[config.mk]
export PLATFORM = sky130hd
export DESIGN_NAME = pkt8towide_out
export DESIGN_NICKNAME = d
export VERILOG_FILES = /design/src/rtl/pkt8towide_out.sv
export SDC_FILE = /design/constraint.sdc
export NUM_CORES = 2
export LEC_CHECK = 0
export CAP_MARGIN = 20
export CORE_MARGIN = 4
export CORE_UTILIZATION = 60
export DETAILED_ROUTE_END_ITERATION = 12
export PLACE_DENSITY = 0.8
export RECOVER_POWER = 25
export SYNTH_ARGS = -nofsm -noshare
export SYNTH_HDL_FRONTEND = slang
export SYNTH_SLANG_ARGS = --single-unit
[constraint.sdc]
create_clock -name clk -period 13.8 [get_ports clk]
set_input_delay 2.07 -clock clk [delete_from_list [all_inputs] [get_ports clk]]
set_output_delay 2.07 -clock clk [all_outputs]
set_load 0.005 [all_outputs]
[src/rtl/pkt8towide_out.sv]
// Byte-stream packet to wide-word converter: header capture, MSB-first payload
// packing, trailer check and a first-word-fall-through output FIFO.
module pkt8towide_out #(
  parameter int          OUT_BYTES      = 32,
  parameter int          WHEREIS_SEGNUM = 4,
  parameter int          WHEREIS_ID     = 6,
  parameter int          ID_W           = 4,
  parameter int          PAYLOAD_OFS    = 8,
  parameter logic [7:0]  TRAILER        = 8'hAA,
  parameter int          FIFO_DEPTH     = 4,
  localparam int         NB_W           = $clog2(OUT_BYTES + 1)
) (
  input  logic                   clk,
  input  logic                   RST_N,
  input  logic                   rxen,
  input  logic [7:0]             rxd,
  output logic [8*OUT_BYTES-1:0] out_data,
  output logic                   out_valid,
  input  logic                   out_ready,
  output logic                   out_last,
  output logic [NB_W-1:0]        out_nbytes,
  output logic                   out_err,
  output logic [ID_W-1:0]        out_id,
  output logic [15:0]            out_segnum,
  output logic [15:0]            pkt_cnt,
  output logic [15:0]            err_cnt
);

  localparam int W  = 8 * OUT_BYTES;
  localparam int AW = $clog2(FIFO_DEPTH);

  logic [1:0] rst_sync;
  logic       rst_n;

  // Reset asserts immediately but releases only on a clock edge.
  always_ff @(posedge clk or negedge RST_N) begin
    if (!RST_N) rst_sync <= 2'b00;
    else        rst_sync <= {rst_sync[0], 1'b1};
  end
  assign rst_n = rst_sync[1];

  logic            armed, in_pkt, err, drop;
  logic [15:0]     cnt;
  logic [7:0]      hold_byte;
  logic [NB_W-1:0] pend;
  logic [W-1:0]    pack_buf;
  logic [ID_W-1:0] id_r;
  logic [15:0]     seg_r;

  logic [W-1:0]    mem_data [FIFO_DEPTH];
  logic            mem_last [FIFO_DEPTH];
  logic            mem_err  [FIFO_DEPTH];
  logic [NB_W-1:0] mem_nb   [FIFO_DEPTH];
  logic [ID_W-1:0] mem_id   [FIFO_DEPTH];
  logic [15:0]     mem_seg  [FIFO_DEPTH];
  logic [AW-1:0]   wr_ptr, rd_ptr;
  logic [AW:0]     fifo_cnt;

  logic         byte_in, pkt_end, commit, short_pkt, word_full, pop, space;
  logic         push_full, ovf, last_req, push_last, pkt_err, push;
  logic [W-1:0] word_next;

  always_comb begin
    byte_in   = rxen & armed;
    pkt_end   = ~rxen & in_pkt;
    // The held byte has index cnt-1; it is payload once that index reaches PAYLOAD_OFS.
    commit    = byte_in && (cnt > 16'(PAYLOAD_OFS));
    short_pkt = (cnt <= 16'(PAYLOAD_OFS));
    word_next = pack_buf;
    if (commit) word_next[W-8-8*int'(pend) +: 8] = hold_byte;
    word_full = commit && (pend == NB_W'(OUT_BYTES - 1));
    pop       = out_valid & out_ready;
    space     = (fifo_cnt != (AW+1)'(FIFO_DEPTH)) | pop;
    push_full = word_full & ~drop & space;
    ovf       = word_full & ~drop & ~space;
    last_req  = pkt_end & ~short_pkt;
    push_last = last_req & space;
    pkt_err   = err | (hold_byte != TRAILER) | ~space;
    push      = push_full | push_last;
  end

  always_ff @(posedge clk or negedge rst_n) begin
    if (!rst_n) begin
      armed     <= 1'b0;
      in_pkt    <= 1'b0;
      err       <= 1'b0;
      drop      <= 1'b0;
      cnt       <= '0;
      hold_byte <= '0;
      pend      <= '0;
      pack_buf  <= '0;
      id_r      <= '0;
      seg_r     <= '0;
      pkt_cnt   <= '0;
      err_cnt   <= '0;
    end else begin
      armed <= armed | ~rxen;
      if (byte_in) begin
        in_pkt    <= 1'b1;
        hold_byte <= rxd;
        if (cnt != 16'hFFFF) cnt <= cnt + 16'd1;
        if (cnt == 16'(WHEREIS_SEGNUM))     seg_r[15:8] <= rxd;
        if (cnt == 16'(WHEREIS_SEGNUM + 1)) seg_r[7:0]  <= rxd;
        if (cnt == 16'(WHEREIS_ID))         id_r        <= rxd[ID_W-1:0];
        if (commit) begin
          if (word_full) begin
            pend     <= '0;
            pack_buf <= '0;
          end else begin
            pend     <= pend + NB_W'(1);
            pack_buf <= word_next;
          end
        end
        if (ovf) begin
          err  <= 1'b1;
          drop <= 1'b1;
        end
      end
      if (pkt_end) begin
        in_pkt   <= 1'b0;
        cnt      <= '0;
        pend     <= '0;
        pack_buf <= '0;
        err      <= 1'b0;
        drop     <= 1'b0;
        if (short_pkt || pkt_err) err_cnt <= err_cnt + 16'd1;
        else                      pkt_cnt <= pkt_cnt + 16'd1;
      end
    end
  end

  always_ff @(posedge clk or negedge rst_n) begin
    if (!rst_n) begin
      wr_ptr   <= '0;
      rd_ptr   <= '0;
      fifo_cnt <= '0;
    end else begin
      if (push) wr_ptr <= wr_ptr + AW'(1);
      if (pop)  rd_ptr <= rd_ptr + AW'(1);
      if (push && !pop)      fifo_cnt <= fifo_cnt + (AW+1)'(1);
      else if (!push && pop) fifo_cnt <= fifo_cnt - (AW+1)'(1);
    end
  end

  // Storage needs no reset: outputs are gated by out_valid.
  always_ff @(posedge clk) begin
    if (push) begin
      mem_data[wr_ptr] <= push_last ? pack_buf : word_next;
      mem_last[wr_ptr] <= push_last;
      mem_err[wr_ptr]  <= push_last & pkt_err;
      mem_nb[wr_ptr]   <= push_last ? pend : NB_W'(OUT_BYTES);
      mem_id[wr_ptr]   <= id_r;
      mem_seg[wr_ptr]  <= seg_r;
    end
  end

  assign out_valid  = (fifo_cnt != '0);
  assign out_data   = out_valid ? mem_data[rd_ptr] : '0;
  assign out_last   = out_valid & mem_last[rd_ptr];
  assign out_err    = out_valid & mem_err[rd_ptr];
  assign out_nbytes = out_valid ? mem_nb[rd_ptr]  : '0;
  assign out_id     = out_valid ? mem_id[rd_ptr]  : '0;
  assign out_segnum = out_valid ? mem_seg[rd_ptr] : '0;

endmodule

=== Yosys cells after proc, flatten, opt, wreduce, memory -nomap -nowiden ===
Memory sizes are Yosys's and may differ from the RTL's.
Index checks and enable logic that the tools add are counted.

* Add/sub/neg operators: 10
* Order comparisons: 2
* Eq/ne operators: 7
* Shifts and indexed selects: 2
* Muxes and demuxes: 28
* Bitwise operators: 21
* Reduce and logical (&&, ||, !) cells: 21

{| class="wikitable"
|+ Operators with widths
! kind !! count
|-
| 256-bit two-way mux || 7
|-
| 256-bit bitwise mux || 1
|-
| 8-bit by 33-bit variable shift with 256-bit output (first input constant) || 1
|-
| 8-bit by 33-bit variable part select with 256-bit output || 1
|-
| 16-bit two-way mux || 4
|-
| 16-bit by 1-bit adder with 16-bit output (second input constant) || 3
|-
| 16-bit by 3-bit == test with 1-bit output (second input constant) || 3
|-
| 6-bit two-way mux || 6
|-
| 10-bit negation with 33-bit output || 1
|-
| 16-bit by 4-bit > comparator with 1-bit output (second input constant) || 1
|-
| 16-bit by 4-bit less-or-equal comparator with 1-bit output (second input constant) || 1
|-
| 16-bit != test (second input constant) || 1
|-
| 2-bit AND reduction || 8
|-
| 1-bit AND || 11
|-
| 2-bit nonzero test || 5
|-
| 8-bit by 9-bit subtractor with 10-bit output (first input constant) || 1
|-
| 8-bit != test (second input constant) || 1
|-
| 1-bit two-way mux || 7
|-
| 6-bit by 1-bit adder with 6-bit output (second input constant) || 1
|-
| 6-bit by 5-bit == test with 1-bit output (second input constant) || 1
|-
| 3-bit two-way mux || 2
|-
| 1-bit inverter || 5
|-
| 1-bit bitwise OR || 5
|-
| 2-bit by 1-bit adder with 2-bit output (second input constant) || 2
|-
| other kinds (8) || 12
|}

* Register bits: 350
* RAM bits: 1136
* Input port bits: 12
* Output and inout bits: 317
* Memories: 6

{| class="wikitable"
|+ Memory list
! name !! depth !! width !! rd ports !! clocked after Yosys merged registers in !! wr ports !! line !! RTL
|-
| mem_data || 4 || 256 || 1 || 0 || 1 || 50 || <nowiki>logic [W-1:0] mem_data [FIFO_DEPTH];</nowiki>
|-
| mem_seg || 4 || 16 || 1 || 0 || 1 || 55 || <nowiki>logic [15:0] mem_seg [FIFO_DEPTH];</nowiki>
|-
| mem_nb || 4 || 6 || 1 || 0 || 1 || 53 || <nowiki>logic [NB_W-1:0] mem_nb [FIFO_DEPTH];</nowiki>
|-
| mem_id || 4 || 4 || 1 || 0 || 1 || 54 || <nowiki>logic [ID_W-1:0] mem_id [FIFO_DEPTH];</nowiki>
|-
| mem_err || 4 || 1 || 1 || 0 || 1 || 52 || <nowiki>logic mem_err [FIFO_DEPTH];</nowiki>
|-
| mem_last || 4 || 1 || 1 || 0 || 1 || 51 || <nowiki>logic mem_last [FIFO_DEPTH];</nowiki>
|}

=== Longest topological paths before layout ===
* Depth after elaboration: 10
* Gate-level depth with buffers: 13

=== Worst setup path after synthesis ===
No wires, ideal clock.

* Kind: input to register
* From: in rxen
* To: mem mem_data[0][0] (netlist name), enable pin
* Arrival: 9.308 ns
* Slack: 3.810 ns
* Stages on the path: 5
* Path buffers: 1
* Cell sequence: nor2b_1 > clkbuf_1 > a21oi_1 > nor3_2 > and2_1

* Longest elaborated chain between the ends: 8
* Elaborated cells between the ends (all ways): 12

{| class="wikitable"
|+ RTL lines
! what !! line !! RTL
|-
| from (decl) || 15 || <nowiki>input logic rxen,</nowiki>
|-
| 1-bit AND || 64 || <nowiki>byte_in = rxen & armed;</nowiki>
|-
| 1-bit logical AND || 67 || <nowiki>commit = byte_in && (cnt > 16'(PAYLOAD_OFS));</nowiki>
|-
| 1-bit logical AND || 71 || <nowiki>word_full = commit && (pend == NB_W'(OUT_BYTES - 1));</nowiki>
|-
| 1-bit AND (2 in a row) || 74 || <nowiki>push_full = word_full & ~drop & space;</nowiki>
|-
| 1-bit bitwise OR * || 79 || <nowiki>push = push_full | push_last;</nowiki>
|-
| 1-bit two-way mux * || 147 || <nowiki>if (push) begin</nowiki>
|-
| 1-bit two-way mux * || 148 || <nowiki>mem_data[wr_ptr] <= push_last ? pack_buf : word_next;</nowiki>
|-
| to (decl) || 50 ||
|}

Every way passes the cells marked *; elsewhere a longest branch is shown, timed or not.

=== Worst setup path after layout ===
* From: in rxen
* To: mem mem_data[1][253] (netlist name), enable pin

The elaborated chain is that of the path after synthesis.

==> impl_results.rst <==
.. list-table::
   :header-rows: 1

   * - Metric
     - Value
   * - Netlist Area Pre-Place
     - 59,980 um2
   * - Clk_skew
     - 22.72 ps
   * - CP Data Required Time
     - 14,150 ps
   * - Clock root buffer
     - clkbuf_16
   * - Area of all placed cells without fillers
     - 69,070 um2
   * - Number of gates resized after CTS
     - 0
   * - Initial antenna violation count
     - 5
   * - Post-route fraction of the period consumed by the critical path
     - 65.23%
   * - # Post-CTS Setup Buffers
     - 0
   * - Detailed-route vias per instance
     - 6.473
   * - Clock insertion delay at the later pin of the skew report
     - 750 ps
   * - Total DRC errors in the routed layout
     - 0
   * - Status
     - finished with violations
   * - CP Capture Type
     - register
   * - Actual slew at the worst max-slew pin
     - 4038 ps
   * - Final HPWL from detailed placement
     - 89,620 um
   * - Total of warnings raised by yosys
     - 0
   * - Arrival @ worst endpoint
     - 9350 ps
   * - Max-cap violation count
     - 11
   * - Y dimension of the die
     - 324.2 um
   * - Detailed Routing Iterations Pass 1
     - 8
   * - Tightest hold margin
     - 353.2 ps
   * - Top flip-flop cell by instance count after synthesis
     - edfxtp_1
   * - Share of Yosys cell area claimed by the top area cell type
     - 56.87%
   * - Total Wirelength
     - 146,200 um
   * - Total via count after detailed routing
     - 34,603
   * - Total Die Area
     - 105,100 um2
   * - Number of design-rule violations left by the first detailed-router iteration
     - 4,396
   * - Number of fillers in the final layout
     - 6,046
   * - P&R area growth vs syn
     - 15.14%
   * - Finished Core Util
     - 69.87%
   * - Register area share after synthesis
     - 71.47%
   * - Effective utilization at floorplan
     - 60.68%
   * - GR Util All Layers
     - 28.36%
   * - Setup repair after global routing missed its margin
     - false
   * - Share of flip-flops with an asynchronous set or reset
     - 23.55%
   * - Ports placed on the boundary
     - 329
   * - Cells after Synth
     - 3,633
   * - Maximum level of the CTS H-tree
     - 4
   * - WP buf/inv
     - 3
   * - CTS buffer count
     - 145
   * - Peak fanout along the critical path
     - 69
   * - Fraction of layout cells with a size suffix above 1
     - 14.61%
   * - Hold violation count in the final report
     - 0
   * - Count of different cell masters after synthesis
     - 61
   * - Overflow after GRT
     - 0
   * - Clock Pin Slew Worst Setup and Hold Paths
     - 60 ps
   * - Finish-stage setup viols
     - 0
   * - Peak per-stage delay on the critical path
     - 2110 ps
   * - Master of the slowest instance on the critical path
     - clkbuf_1
   * - # clock sinks
     - 1,486
   * - Slew Limit Fails
     - 545
   * - Area after detailed placement
     - 64,510 um2
   * - Number of routed nets with antenna violations
     - 0
   * - Type of the worst setup path
     - in -> reg
   * - RD Place Congestion
     - 0.8425
   * - Clock tree from TritonCTS
     - done
   * - Die outline width
     - 324.2 um
   * - First-pass GRT wire length
     - 222,100 um
   * - Post-Syn Nets
     - 3,664
   * - Most frequent standard cell in the layout excluding fill and tap cells
     - edfxtp_1
   * - Gate family responsible for the most delay along the worst path
     - buffers and inverters
   * - Slew HR
     - -169.2%
   * - Fmax
     - 111.1 MHz
   * - Post-Syn Area per Cell
     - 16.51 um2
   * - Total of hold buffers inserted after clock tree synthesis
     - 0
   * - Power density over cell area
     - 154.6 nW/um2
   * - Crit path cell chain
     - dlygate4sd3_1, nand2_1, nor2_1, a21oi_1, nor3_1, and2_0, clkbuf_1, buf_4
   * - Pin count of the biggest net entering global routing
     - 152
   * - Number of I/O port buffers
     - 328
   * - Filler-free cell count of the finished design
     - 5,346
   * - Ranking of synthesized cells by area
     - edfxtp_1 (57%), dfrtp_1 (15%), mux4_2 (11%), and2_1 (3.1%), nand2_1 (2.3%)
   * - Post-placement cell count
     - 5,074
   * - Flops & latches, synth
     - 1,486
   * - Max VDD drop
     - 0.1335 mV
   * - Fin Setup TNS
     - 0 ps
   * - Violations in the final reports
     - capacitance limit, slew limit
   * - Cell type with the largest total area after synthesis
     - edfxtp_1
   * - Vias in the first global route
     - 34,947
   * - Number of buffers on the longest clock path
     - 3
   * - Placement row count
     - 115
   * - Leakage power total
     - 0.02613 uW
   * - Most frequent cells in the layout
     - edfxtp_1 (1,136), nand2_1 (373), dfrtp_1 (348)
   * - Wire length per cell after detailed routing
     - 27.34 um
   * - Net count reported at finish
     - 3,968
   * - Clock period minus final worst setup slack
     - 9001 ps
   * - Number of enable-type register cells in the synthesized netlist
     - 1,136
   * - Placeable core area
     - 98,850 um2
   * - Element type at the critical path start
     - primary input
   * - Hold WC Path Type
     - reg -> reg
-- cells in the mapped netlist (3+ instances only) --
cell type  instances
inv_1             33
nor3_1            29
a21o_1            19
nor4_2             6
nand4_1           18
and2_1           298
and4_1             5
and3_1            23
a22o_1            58
mux4_2           284
a2bb2o_1           8
ha_1              18
nor2b_1           12
o2bb2ai_1        152
dfrtp_1          350
nand2_1          373
buf_1             30
buf_2             30
o22ai_1           23
nor4_1             6
o21ai_1           71
clkbuf_1         156
nor2_1            59
edfxtp_1        1136
mux2_2            31
a21oi_2            5
a31oi_1            3
a21oi_1            6
nor4b_2            3
o21ai_0          207
or3_1              8
or4_1              5
nand2b_1          15
xnor2_1           28
nor3_2             3
xor2_1            20
nand3_1           69
-- metrics by stage --
step / total power [uW] / setup slack [ps]
floorplan: 6217 / 3323
global placement: 6961 / 7394
detailed placement: 6978 / 7360
CTS: 10730 / 6647
global route: 11060 / 4423
finish: 10670 / 4799
-- power breakdown --
part / switching, uW / leakage [uW] / internal [uW]
Sequential: 139 / 0.0173 / 4870
Combinational: 941 / 0.00657 / 914
Clock: 1660 / 0.00226 / 2140
Total: 2740 / 0.0261 / 7930
-- layout make-up --
class,count,area [um2],area share (%)
diodes,1,2.502,0.003623
clock buffers,198,4044,5.855
clock inverters,70,540.5,0.7826
inverters,35,131.4,0.1902
multi-input cells,1894,16120,23.34
flip-flops and latches,1486,42880,62.08
well taps,1287,1610,2.332
repair buffers,375,3741,5.417
-- cells by family after synthesis --
group / count (synthesis) / share of synthesized area, %
muxes: 315 / 11.25
xor gates and xnor gates: 51 / 0.7822
DFF: 1486 / 71.47
adders and majority gates: 19 / 0.4088
buffers and inverters: 253 / 1.658
other: 1 / 0.006252
AOI/OAI and AO/OA: 563 / 6.345
and+or+nand+nor: 945 / 8.083
-- worst register-to-register path, delay by kind of cell (launching register included) --
kind	cells	cell delay, ps
buf+inv	2	3230
compound gates	1	140
fa+ha+maj	1	420
simple gates	3	3160
flops	1	660
-- state kept, by name, summed over array words and instances, names as in the netlist, 8 cells and up --
signal     flops
mem_data    1024
pkt_cnt       16
err_cnt       16
seg_r         16
pack_buf     256
cnt           16
mem_nb        24
mem_seg       64
hold_byte      8
mem_id        16
-- metal layers --
| layer | GRT usage [%] | routed length [um] | vias up |
|---|---|---|---|
| li1 | - | - | 14627 |
| met1 | 40.07 | 56110 | 17712 |
| met2 | 44.79 | 70770 | 1925 |
| met3 | 6.191 | 13920 | 337 |
| met4 | 9.895 | 5335 | 2 |
| met5 | 0 | 13 | - |
-- worst paths after layout --
path	startpoint	to	slack (ps)	depth (start not counted)
max in group asynchronous	rst_sync[1]	pack_buf[187]	7720	1
max reg2reg	pend[0]	mem_data[1][253]	5690	7
min reg2reg	rst_sync[0]	rst_sync[1]	350	0
min in group asynchronous	rst_sync[1]	pack_buf[224]	1130	0
max	rxen	mem_data[1][253]	4800	8
min	rst_sync[0]	rst_sync[1]	350	0
No activity file was read; power rests on OpenSTA's default activity.
